<file path="config.mk">
export PLATFORM = sky130hd
export DESIGN_NAME = spi_slave_core
export DESIGN_NICKNAME = d
export VERILOG_FILES = /design/src/rtl/spi_pkg.sv /design/src/rtl/spi_edge_sync.sv /design/src/rtl/spi_slave_core.sv
export SDC_FILE = /design/constraint.sdc
export NUM_CORES = 1
export LEC_CHECK = 0
export ABC_AREA = 1
export CORE_ASPECT_RATIO = 1.75
export CORE_MARGIN = 5
export CORE_UTILIZATION = 55
export DETAILED_ROUTE_END_ITERATION = 6
export GPL_TIMING_DRIVEN = 0
export PLACE_DENSITY = 0.76
export SYNTH_ARGS = -nofsm -noshare
export SYNTH_HDL_FRONTEND = slang
export SYNTH_SLANG_ARGS = --single-unit
</file>
<file path="constraint.sdc">
create_clock -name clk_i -period 3.4 [get_ports clk_i]
set_input_delay 0.68 -clock clk_i [delete_from_list [all_inputs] [get_ports clk_i]]
set_output_delay 0.68 -clock clk_i [all_outputs]
set_load 0.02 [all_outputs]
</file>
<file path="src/rtl/spi_pkg.sv">
// Shared types and helpers for the SPI slave core and its pin synchronisers.
package spi_pkg;

   typedef enum logic {IDLE = 1'b0, ACTIVE = 1'b1} spi_state_t;

   localparam int SPI_SYNC_DEPTH = 3;

   // Mode 0 and mode 3 sample on the rising SCK edge, modes 1 and 2 on the falling edge.
   function automatic logic spi_sample_on_rise(input logic cpol, input logic cpha);
      return cpol == cpha;
   endfunction

endpackage

</file>
<file path="src/rtl/spi_edge_sync.sv">
// Multi-flop synchroniser for an asynchronous pin with edge detection on the last two stages.
module spi_edge_sync
   import spi_pkg::*;
#(
   parameter int   DEPTH   = SPI_SYNC_DEPTH,
   parameter logic RST_VAL = 1'b0
) (
   input  logic clk_i,
   input  logic rst_i,
   input  logic d_i,
   output logic level_o,
   output logic rise_o,
   output logic fall_o
);

   logic [DEPTH-1:0] sync_q;

   always_ff @(posedge clk_i or posedge rst_i) begin
      if (rst_i) sync_q <= {DEPTH{RST_VAL}};
      else       sync_q <= {sync_q[DEPTH-2:0], d_i};
   end

   assign level_o = sync_q[DEPTH-1];
   assign rise_o  =  sync_q[DEPTH-2] & ~sync_q[DEPTH-1];
   assign fall_o  = ~sync_q[DEPTH-2] &  sync_q[DEPTH-1];

endmodule

</file>
<file path="src/rtl/spi_slave_core.sv">
// Parameterised SPI slave: any CPOL/CPHA, DATA_W-bit words, multi-word frames,
// one-entry TX holding buffer and RX strobe with overrun/underrun status.
module spi_slave_core
   import spi_pkg::*;
#(
   parameter int                DATA_W    = 8,
   parameter bit                CPOL      = 1'b0,
   parameter bit                CPHA      = 1'b0,
   parameter logic [DATA_W-1:0] IDLE_FILL = '0
) (
   input  logic              clk_i,
   input  logic              rst_i,
   input  logic              sck_i,
   input  logic              ssel_n_i,
   input  logic              mosi_i,
   output logic              miso_o,
   output logic              miso_oe_o,
   input  logic [DATA_W-1:0] tx_data_i,
   input  logic              tx_valid_i,
   output logic              tx_ready_o,
   output logic [DATA_W-1:0] rx_data_o,
   output logic              rx_valid_o,
   output logic              rx_overrun_o,
   input  logic              rx_ack_i,
   output logic              tx_underrun_o,
   output logic              busy_o
);

   localparam int               CNT_W       = $clog2(DATA_W);
   localparam logic [CNT_W-1:0] CNT_MAX     = CNT_W'(DATA_W - 1);
   localparam logic             SAMPLE_RISE = spi_sample_on_rise(CPOL, CPHA);

   logic sck_lvl, sck_rise, sck_fall;
   logic ssel_lvl, ssel_rise, ssel_fall;

   spi_edge_sync #(.DEPTH(SPI_SYNC_DEPTH), .RST_VAL(CPOL)) u_sck_sync (
      .clk_i(clk_i), .rst_i(rst_i), .d_i(sck_i),
      .level_o(sck_lvl), .rise_o(sck_rise), .fall_o(sck_fall)
   );

   spi_edge_sync #(.DEPTH(SPI_SYNC_DEPTH), .RST_VAL(1'b1)) u_ssel_sync (
      .clk_i(clk_i), .rst_i(rst_i), .d_i(ssel_n_i),
      .level_o(ssel_lvl), .rise_o(ssel_rise), .fall_o(ssel_fall)
   );

   spi_state_t                state_q;
   logic [1:0]                mosi_q;
   logic [SPI_SYNC_DEPTH-1:0] settle_q;
   logic                      arm_q;
   logic [CNT_W-1:0]          cnt_q;
   logic [DATA_W-1:0]         rx_shift_q, rx_data_q, tx_shift_q, buf_q;
   logic                      done_q, rx_valid_q, pending_q, overrun_q;
   logic                      buf_full_q, underrun_q;

   logic act, run, sample_ev, shift_ev, wrap, load, wr;

   always_comb begin
      act       = (state_q == IDLE) && arm_q && ssel_fall;
      run       = (state_q == ACTIVE) && !ssel_rise;
      sample_ev = run && (SAMPLE_RISE ? sck_rise : sck_fall);
      shift_ev  = run && (SAMPLE_RISE ? sck_fall : sck_rise);
      wrap      = sample_ev && (cnt_q == CNT_MAX);
      load      = (act && !CPHA) || (shift_ev && (cnt_q == '0));
      wr        = tx_valid_i && !buf_full_q;
   end

   always_ff @(posedge clk_i or posedge rst_i) begin
      if (rst_i) begin
         state_q    <= IDLE;
         mosi_q     <= '0;
         settle_q   <= '0;
         arm_q      <= 1'b0;
         cnt_q      <= '0;
         rx_shift_q <= '0;
         rx_data_q  <= '0;
         tx_shift_q <= '0;
         buf_q      <= '0;
         done_q     <= 1'b0;
         rx_valid_q <= 1'b0;
         pending_q  <= 1'b0;
         overrun_q  <= 1'b0;
         buf_full_q <= 1'b0;
         underrun_q <= 1'b0;
      end else begin
         mosi_q   <= {mosi_q[0], mosi_i};
         // A low ssel_n at reset release must not count as a frame start:
         // arm only once the bus has been seen idle after the chains settle.
         settle_q <= {settle_q[SPI_SYNC_DEPTH-2:0], 1'b1};
         arm_q    <= arm_q | (settle_q[SPI_SYNC_DEPTH-1] & ssel_lvl & (sck_lvl == CPOL));

         case (state_q)
            IDLE:    if (act)       state_q <= ACTIVE;
            ACTIVE:  if (ssel_rise) state_q <= IDLE;
            default:                state_q <= IDLE;
         endcase

         if (!run)           cnt_q <= '0;
         else if (sample_ev) cnt_q <= wrap ? '0 : cnt_q + 1'b1;

         if (sample_ev) rx_shift_q <= {rx_shift_q[DATA_W-2:0], mosi_q[1]};

         done_q     <= wrap;
         rx_valid_q <= done_q;
         if (done_q) rx_data_q <= rx_shift_q;

         if (done_q)        pending_q <= 1'b1;
         else if (rx_ack_i) pending_q <= 1'b0;

         if (done_q && pending_q && !rx_ack_i) overrun_q <= 1'b1;
         else if (rx_ack_i)                    overrun_q <= 1'b0;

         if (load)          tx_shift_q <= buf_full_q ? buf_q : IDLE_FILL;
         else if (shift_ev) tx_shift_q <= {tx_shift_q[DATA_W-2:0], 1'b0};

         underrun_q <= load && !buf_full_q;
         buf_full_q <= (buf_full_q && !load) || wr;
         if (wr) buf_q <= tx_data_i;
      end
   end

   assign miso_o        = tx_shift_q[DATA_W-1];
   assign miso_oe_o     = (state_q == ACTIVE);
   assign busy_o        = (state_q == ACTIVE);
   assign tx_ready_o    = !buf_full_q;
   assign rx_data_o     = rx_data_q;
   assign rx_valid_o    = rx_valid_q;
   assign rx_overrun_o  = overrun_q;
   assign tx_underrun_o = underrun_q;

endmodule
</file>
==> flow_summary_export.csv, run 1 <==
group,metric,value,unit
floorplan,core_area,0.00390,mm^2
routing,drc_errors,0,
routing,routed_wirelength,3750,um
setup_path,cp_num_cells,2,
clock_tree,cts_tree,"built",
global_route,grt_pass1_wl,6640,um
final_layout,drive_gt1_frac,0.180,
routing,post_drt_wl_per_cell,12.6,um
yosys,syn_nets,230,
setup_path,critical-path-top-delay-family,"buffers and inverters",
routing,via_count,1513,
setup_path,required,2.72,ns
setup_path,critPathCaptureType,"output port",
floorplan,pin_count,30,
sta,fmax,0.452,GHz
clock_tree,root_buffer,"clkbuf_8",
setup_path,r2r_slack,1.99,ns
setup_path,slowest_stage,"clkdlybuf4s50_1",
final_layout,final_cells,298,
yosys,yosys_warnings,0,
power_and_ir_drop,power_leakage,0.00133,uW
yosys,syn_inst,212,
yosys,synthArstFlopShare,1.00,
power_and_ir_drop,irDropWorstVdd,0.000469,V
sta,tns,0,ns
routing,antenna_left,0,
final_layout,final_cell_area,0.00268,mm^2
global_route,grt_use_total,0.158,
global_route,overflow,0,
setup_path,r2r_end,"buf_full_q",
routing,drt_first_pass_iters,4,
setup_path,crit_end,"miso_oe_o",
floorplan,die_area,0.00544,mm^2
floorplan,initial_core_util,0.566,
clock_tree,hold_buffers,0,
final_layout,fillerInstances,317,
yosys,ys_seq_area_frac,0.613,
place,dp.cells,290,
global_route,grt_max_degree,43,
setup_path,startpoint_type,"flip-flop",
place,place_area,0.00258,mm^2
global_route,grt_pass1_vias,1500,
yosys,yosys_most_used_dff,"dfrtp_1",
clock_tree,htreeDepth,2,
setup_path,startpoint,"busy_o",
sta,fin_skew,0.00595,ns
floorplan,die_h,93.9,um
outcome,outcome,"completed",
setup_path,cp_num_buf_inv,2,
yosys,synth_seq_cells,54,
final_layout,n_antenna_cell,0,
setup_path,cp_max_fo,7,
setup_path,critPathArrivalTime,1.53,ns
sta,rsz0062_at_grt,"no",
sta,report.final.slew_viol_count,0,
yosys,synth_cell_types,25,
final_layout,syn2layout_area_growth,21.1,%
final_layout,nets,267,
sta,min_period,2.21,ns
final_layout,postLayoutCoreUtil,0.685,
sta,finalHoldViolations,0,
place,gp_congestion,0.715,
yosys,synth.avg_cell_area,10.4,um^2
setup_path,cpPeakStageDelay,0.58,ns
clock_tree,cts_setup_buffers,0,
sta,setup_viol_count_final,0,
worst_hold_path,hp-class,"flip-flop to flip-flop",
clock_tree,cts.sink_count,54,
floorplan,rows,30,
clock_tree,cts.path.max_buffers,2,
setup_path,crit_chain,"buf_4 -> clkdlybuf4s50_1",
place,dp_hpwl,2830,um
setup_path,reg2reg_depth,6,
floorplan,die_w,57.9,um
yosys,synth_edf_count,0,
setup_path,timing.rr.start,"cnt_q[0]",
clock_tree,path_clk_slew,0.09,ns
global_route,antenna_found_initial,0,
routing,vias_per_cell,5.08,
run,maxCapViolCount,0,
clock_tree,worstSkewPairLatency,0.30,ns
place,place.port_buffers,29,
routing,drt_iter0_drc,57,
setup_path,crit_type,"flip-flop to output port",
yosys,syn_area,0.00221,mm^2
power_and_ir_drop,total_power,1670,uW
power_and_ir_drop,power_density,625,mW/mm^2
clock_tree,cts-resized-gates,0,
sta,fin_crit_sh,0.651,
clock_tree,cts_inserted_buffers,5,
metrics by stage:
stage | hold slack [ns] | setup WS [ns]
after global routing | 0.372 | 1.11
final | 0.354 | 1.19
after detailed placement | 0.336 | 1.50
after global placement | 0.331 | 0.449
after CTS | 0.358 | 1.17
after floorplan | 0.331 | 1.41
sequential cells by signal (all words and copies together) (netlist names):
name,cells
settle_q,3
done_q,1
u_sck_sync.sync_q,3
rx_data_o,8
buf_q,8
buf_full_q,1
rx_overrun_o,1
rx_valid_o,1
busy_o,1
tx_underrun_o,1
cnt_q,3
rx_shift_q,8
pending_q,1
u_ssel_sync.sync_q,3
arm_q,1
tx_shift_q,8
mosi_q,2
cell families (layout without fill, tap and decap cells):
kind of cell,count (synthesis),count (layout),synth area share
DFF,54,54,0.613
other,1,1,0.00170
adders and majority gates,3,3,0.0170
buffers and inverters,37,75,0.0713
and+or+nand+nor,84,84,0.179
AOI/OAI and AO/OA,23,23,0.0663
muxes,10,10,0.0510
synthesized netlist by cell type (2+ instances only):
master / n / area (um^2)
buf_4: 2 / 15.0
ha_1: 3 / 37.5
nor2_2: 2 / 12.5
nand2_2: 3 / 18.8
nand2_1: 43 / 161
a21oi_1: 10 / 50.1
nand3_1: 19 / 95.1
dfstp_2: 3 / 78.8
o21ai_0: 4 / 20.0
o21ai_2: 6 / 52.6
nand2_4: 2 / 22.5
mux2_2: 10 / 113
dfrtp_1: 51 / 1280
nor2_1: 9 / 33.8
buf_2: 3 / 15.0
inv_1: 30 / 113
nand3b_1: 4 / 30.0
worst reg2reg max path, cell delays in order (launching register included):
cell      delay [ns]
dfrtp_1         0.39
inv_1           0.10
ha_1            0.15
nand2_1         0.21
nand3b_1        0.30
nand3_1         0.10
nand2_1         0.05
worst min-delay path by stage:
stage | end | cells after the start | slack, ns | from
after floorplan | mosi_q[1] | 0 | 0.33 | mosi_q[0]
after global placement | settle_q[2] | 0 | 0.33 | settle_q[1]
after detailed placement | settle_q[2] | 0 | 0.34 | settle_q[1]
after CTS | settle_q[2] | 0 | 0.36 | settle_q[1]
after global routing | settle_q[2] | 0 | 0.37 | settle_q[1]
final | settle_q[2] | 0 | 0.35 | settle_q[1]
cell usage in the layout, fill, tap and decap left out, types with 3 or more instances in the layout:
master,n
clkdlybuf4s50_1,29
o21ai_0,4
ha_1,3
o21ai_2,6
nor2_1,9
nand3_1,19
dfstp_2,3
dfrtp_1,51
nand2_1,43
a21oi_1,10
clkbuf_8,6
buf_2,3
inv_1,29
nand3b_1,4
mux2_2,10
nand2_2,3
area by class of cell:
cell class / count / area [um^2] / share of cell area
Buffer: 6 / 41.3 / 0.0154
Clock buffer: 7 / 86.3 / 0.0323
Clock inverter: 1 / 8.76 / 0.00327
Inverter: 31 / 116 / 0.0435
Multi-Input combinational cell: 121 / 697 / 0.261
Sequential cell: 54 / 1360 / 0.507
Tap cell: 48 / 60.1 / 0.0225
Timing Repair Buffer: 30 / 310 / 0.116
where the power goes:
group | internal, uW | switching, uW
combinational | 206 | 246
sequential | 785 | 70.2
clock | 169 | 195
total | 1160 | 511
routing by layer:
layer / track usage / vias to the layer above / share of wire
met5: 0 / - / 0
met4: 0.0638 / 0 / 0.020
met3: 0.0303 / 9 / 0.035
met2: 0.273 / 28 / 0.56
met1: 0.191 / 736 / 0.38
li1: - / 740 / -
Power figures use the tool's default switching activity.
==> run 2: changes to the inputs <==
CORE_UTILIZATION = 53   (was 55)
PLACE_DENSITY = 0.73   (was 0.76)
clock period = 2.2 ns   (was 3.4 ns; I/O delays follow)
==> run 2 against run 1 <==
  * First-iteration DRC count down 23%
  * Sequential share of layout area is essentially flat
  * Final cell count grew 0.34%
  * Clock power up 58%
  * Sequential power is 54% higher
  * Register-to-register slack lost 1.2 ns
  * Clock skew rose by 0.0068 ns
  * Worst hold slack lost 0.00091 ns
  * Critical path type unchanged
  * Critical endpoint unchanged
  * Largest cell class unchanged
  * Largest power group unchanged
==> flow_summary_export.csv, run 2 (synthesis gave the netlist of run 1 again) <==
group,metric,value,unit
outcome,outcome,"completed",
place,place_area,0.00258,mm^2
routing,routed_wirelength,3800,um
final_layout,register_area,0.00136,mm^2
power_and_ir_drop,power_density,971,mW/mm^2
floorplan,pin_count,30,
floorplan,rows,31,
setup_path,r2r_slack,0.78,ns
final_layout,nets,267,
final_layout,drive_gt1_frac,0.180,
clock_tree,root_buffer,"clkbuf_8",
setup_path,startpoint_type,"flip-flop",
global_route,grt_use_total,0.160,
place,dp_hpwl,2830,um
clock_tree,path_clk_slew,0.09,ns
setup_path,crit_chain,"buf_4 -> clkdlybuf4s50_1",
setup_path,cp_num_buf_inv,2,
clock_tree,cts.path.max_buffers,2,
final_layout,fillerInstances,343,
routing,drt_iter0_drc,44,
setup_path,critical-path-top-delay-family,"buffers and inverters",
routing,post_drt_wl_per_cell,12.7,um
floorplan,die_w,58.8,um
power_and_ir_drop,power_leakage,0.00133,uW
setup_path,slowest_stage,"clkdlybuf4s50_1",
routing,antenna_left,0,
global_route,antenna_found_initial,0,
final_layout,n_antenna_cell,0,
floorplan,initial_core_util,0.543,
clock_tree,worstSkewPairLatency,0.31,ns
setup_path,r2r_end,"buf_full_q",
run,maxCapViolCount,0,
global_route,grt_pass1_wl,6870,um
clock_tree,cts-resized-gates,0,
global_route,grt_max_degree,35,
routing,vias_per_cell,4.93,
clock_tree,cts.sink_count,54,
floorplan,die_h,95.4,um
final_layout,final_cell_area,0.00268,mm^2
sta,rsz0062_at_grt,"no",
sta,finalHoldViolations,0,
clock_tree,hold_buffers,0,
clock_tree,cts_setup_buffers,0,
sta,fin_skew,0.0127,ns
clock_tree,htreeDepth,2,
floorplan,die_area,0.00561,mm^2
floorplan,core_area,0.00407,mm^2
sta,setup_viol_count_final,0,
power_and_ir_drop,irDropWorstVdd,0.000598,V
place,gp_congestion,0.735,
setup_path,cp_max_fo,7,
setup_path,required,1.76,ns
routing,drc_errors,0,
routing,via_count,1473,
global_route,grt_pass1_vias,1532,
final_layout,final_cells,299,
worst_hold_path,min_path_cells,0,
clock_tree,cts_tree,"built",
worst_hold_path,hp-class,"flip-flop to flip-flop",
final_layout,layout_common_cells,"dfrtp_1, nand2_1, inv_1, clkdlybuf4s50_1, nand3_1",
setup_path,critPathArrivalTime,1.54,ns
sta,min_period,1.98,ns
setup_path,cpPeakStageDelay,0.59,ns
place,place.port_buffers,29,
final_layout,syn2layout_area_growth,21.1,%
setup_path,reg2reg_depth,6,
final_layout,final_common_cell,"dfrtp_1",
final_layout,multi_input_area,697,um^2
place,dp.cells,291,
routing,drt_first_pass_iters,4,
setup_path,crit_type,"flip-flop to output port",
sta,fmax,0.505,GHz
clock_tree,cts_inserted_buffers,5,
global_route,overflow,0,
sta,report.final.slew_viol_count,0,
setup_path,critPathCaptureType,"output port",
worst_hold_path,hp-start,"settle_q[1]",
setup_path,timing.rr.start,"cnt_q[0]",
sta,fin_crit_sh,0.900,
final_layout,postLayoutCoreUtil,0.657,
worst_hold_path,whs_endpoint,"settle_q[2]",
run 2: per-layer routing:
metal,vias to the layer above,track usage,share of wire
met2,22,0.270,0.55
met4,0,0.0681,0.024
met1,704,0.192,0.40
met3,8,0.0339,0.031
met5,-,0,0
li1,739,-,-
run 2: how the worst max path moves through the flow:
stage,from,endpoint,slack [ns],cells after the start
floorplan,rst_i,arm_q,0.45,1
global route,busy_o,miso_oe_o,0.13,2
global placement,rst_i,arm_q,-0.54,2
CTS,busy_o,miso_oe_o,0.20,2
detailed placement,busy_o,miso_oe_o,0.54,2
finish,busy_o,miso_oe_o,0.22,2
run 2: stage by stage:
stage | setup slack (ns) | TNS [ns] | total power [uW] | hold slack (ns)
2_1_floorplan | 0.450 | 0 | 1830 | 0.331
3_3_place_gp | -0.544 | -27.79 | 2030 | 0.331
5_1_grt | 0.130 | 0 | 2790 | 0.370
3_5_place_dp | 0.541 | 0 | 2060 | 0.335
4_1_cts | 0.197 | 0 | 2640 | 0.357
6_report | 0.221 | 0 | 2600 | 0.353
run 2: worst reg2reg max path, cell delays in order, from the launching register on:
cell and delay [ns]:
dfrtp_1 0.39, inv_1 0.10, ha_1 0.15, nand2_1 0.22
nand3b_1 0.31, nand3_1 0.11, nand2_1 0.05
run 2: layout make-up:
class,instances,share of cell area
Clock buffer,7,0.0323
Buffer,6,0.0154
Multi-Input combinational cell,121,0.260
Sequential cell,54,0.506
Tap cell,49,0.0229
Inverter,31,0.0435
Timing Repair Buffer,30,0.116
Clock inverter,1,0.00327
run 2: power by group:
group | leakage (uW) | internal [uW] | total (uW) | switching, uW
registers | 0.000676 | 1210 | 1320 | 109
clock network | 0.0000489 | 261 | 574 | 314
logic | 0.000603 | 319 | 701 | 382
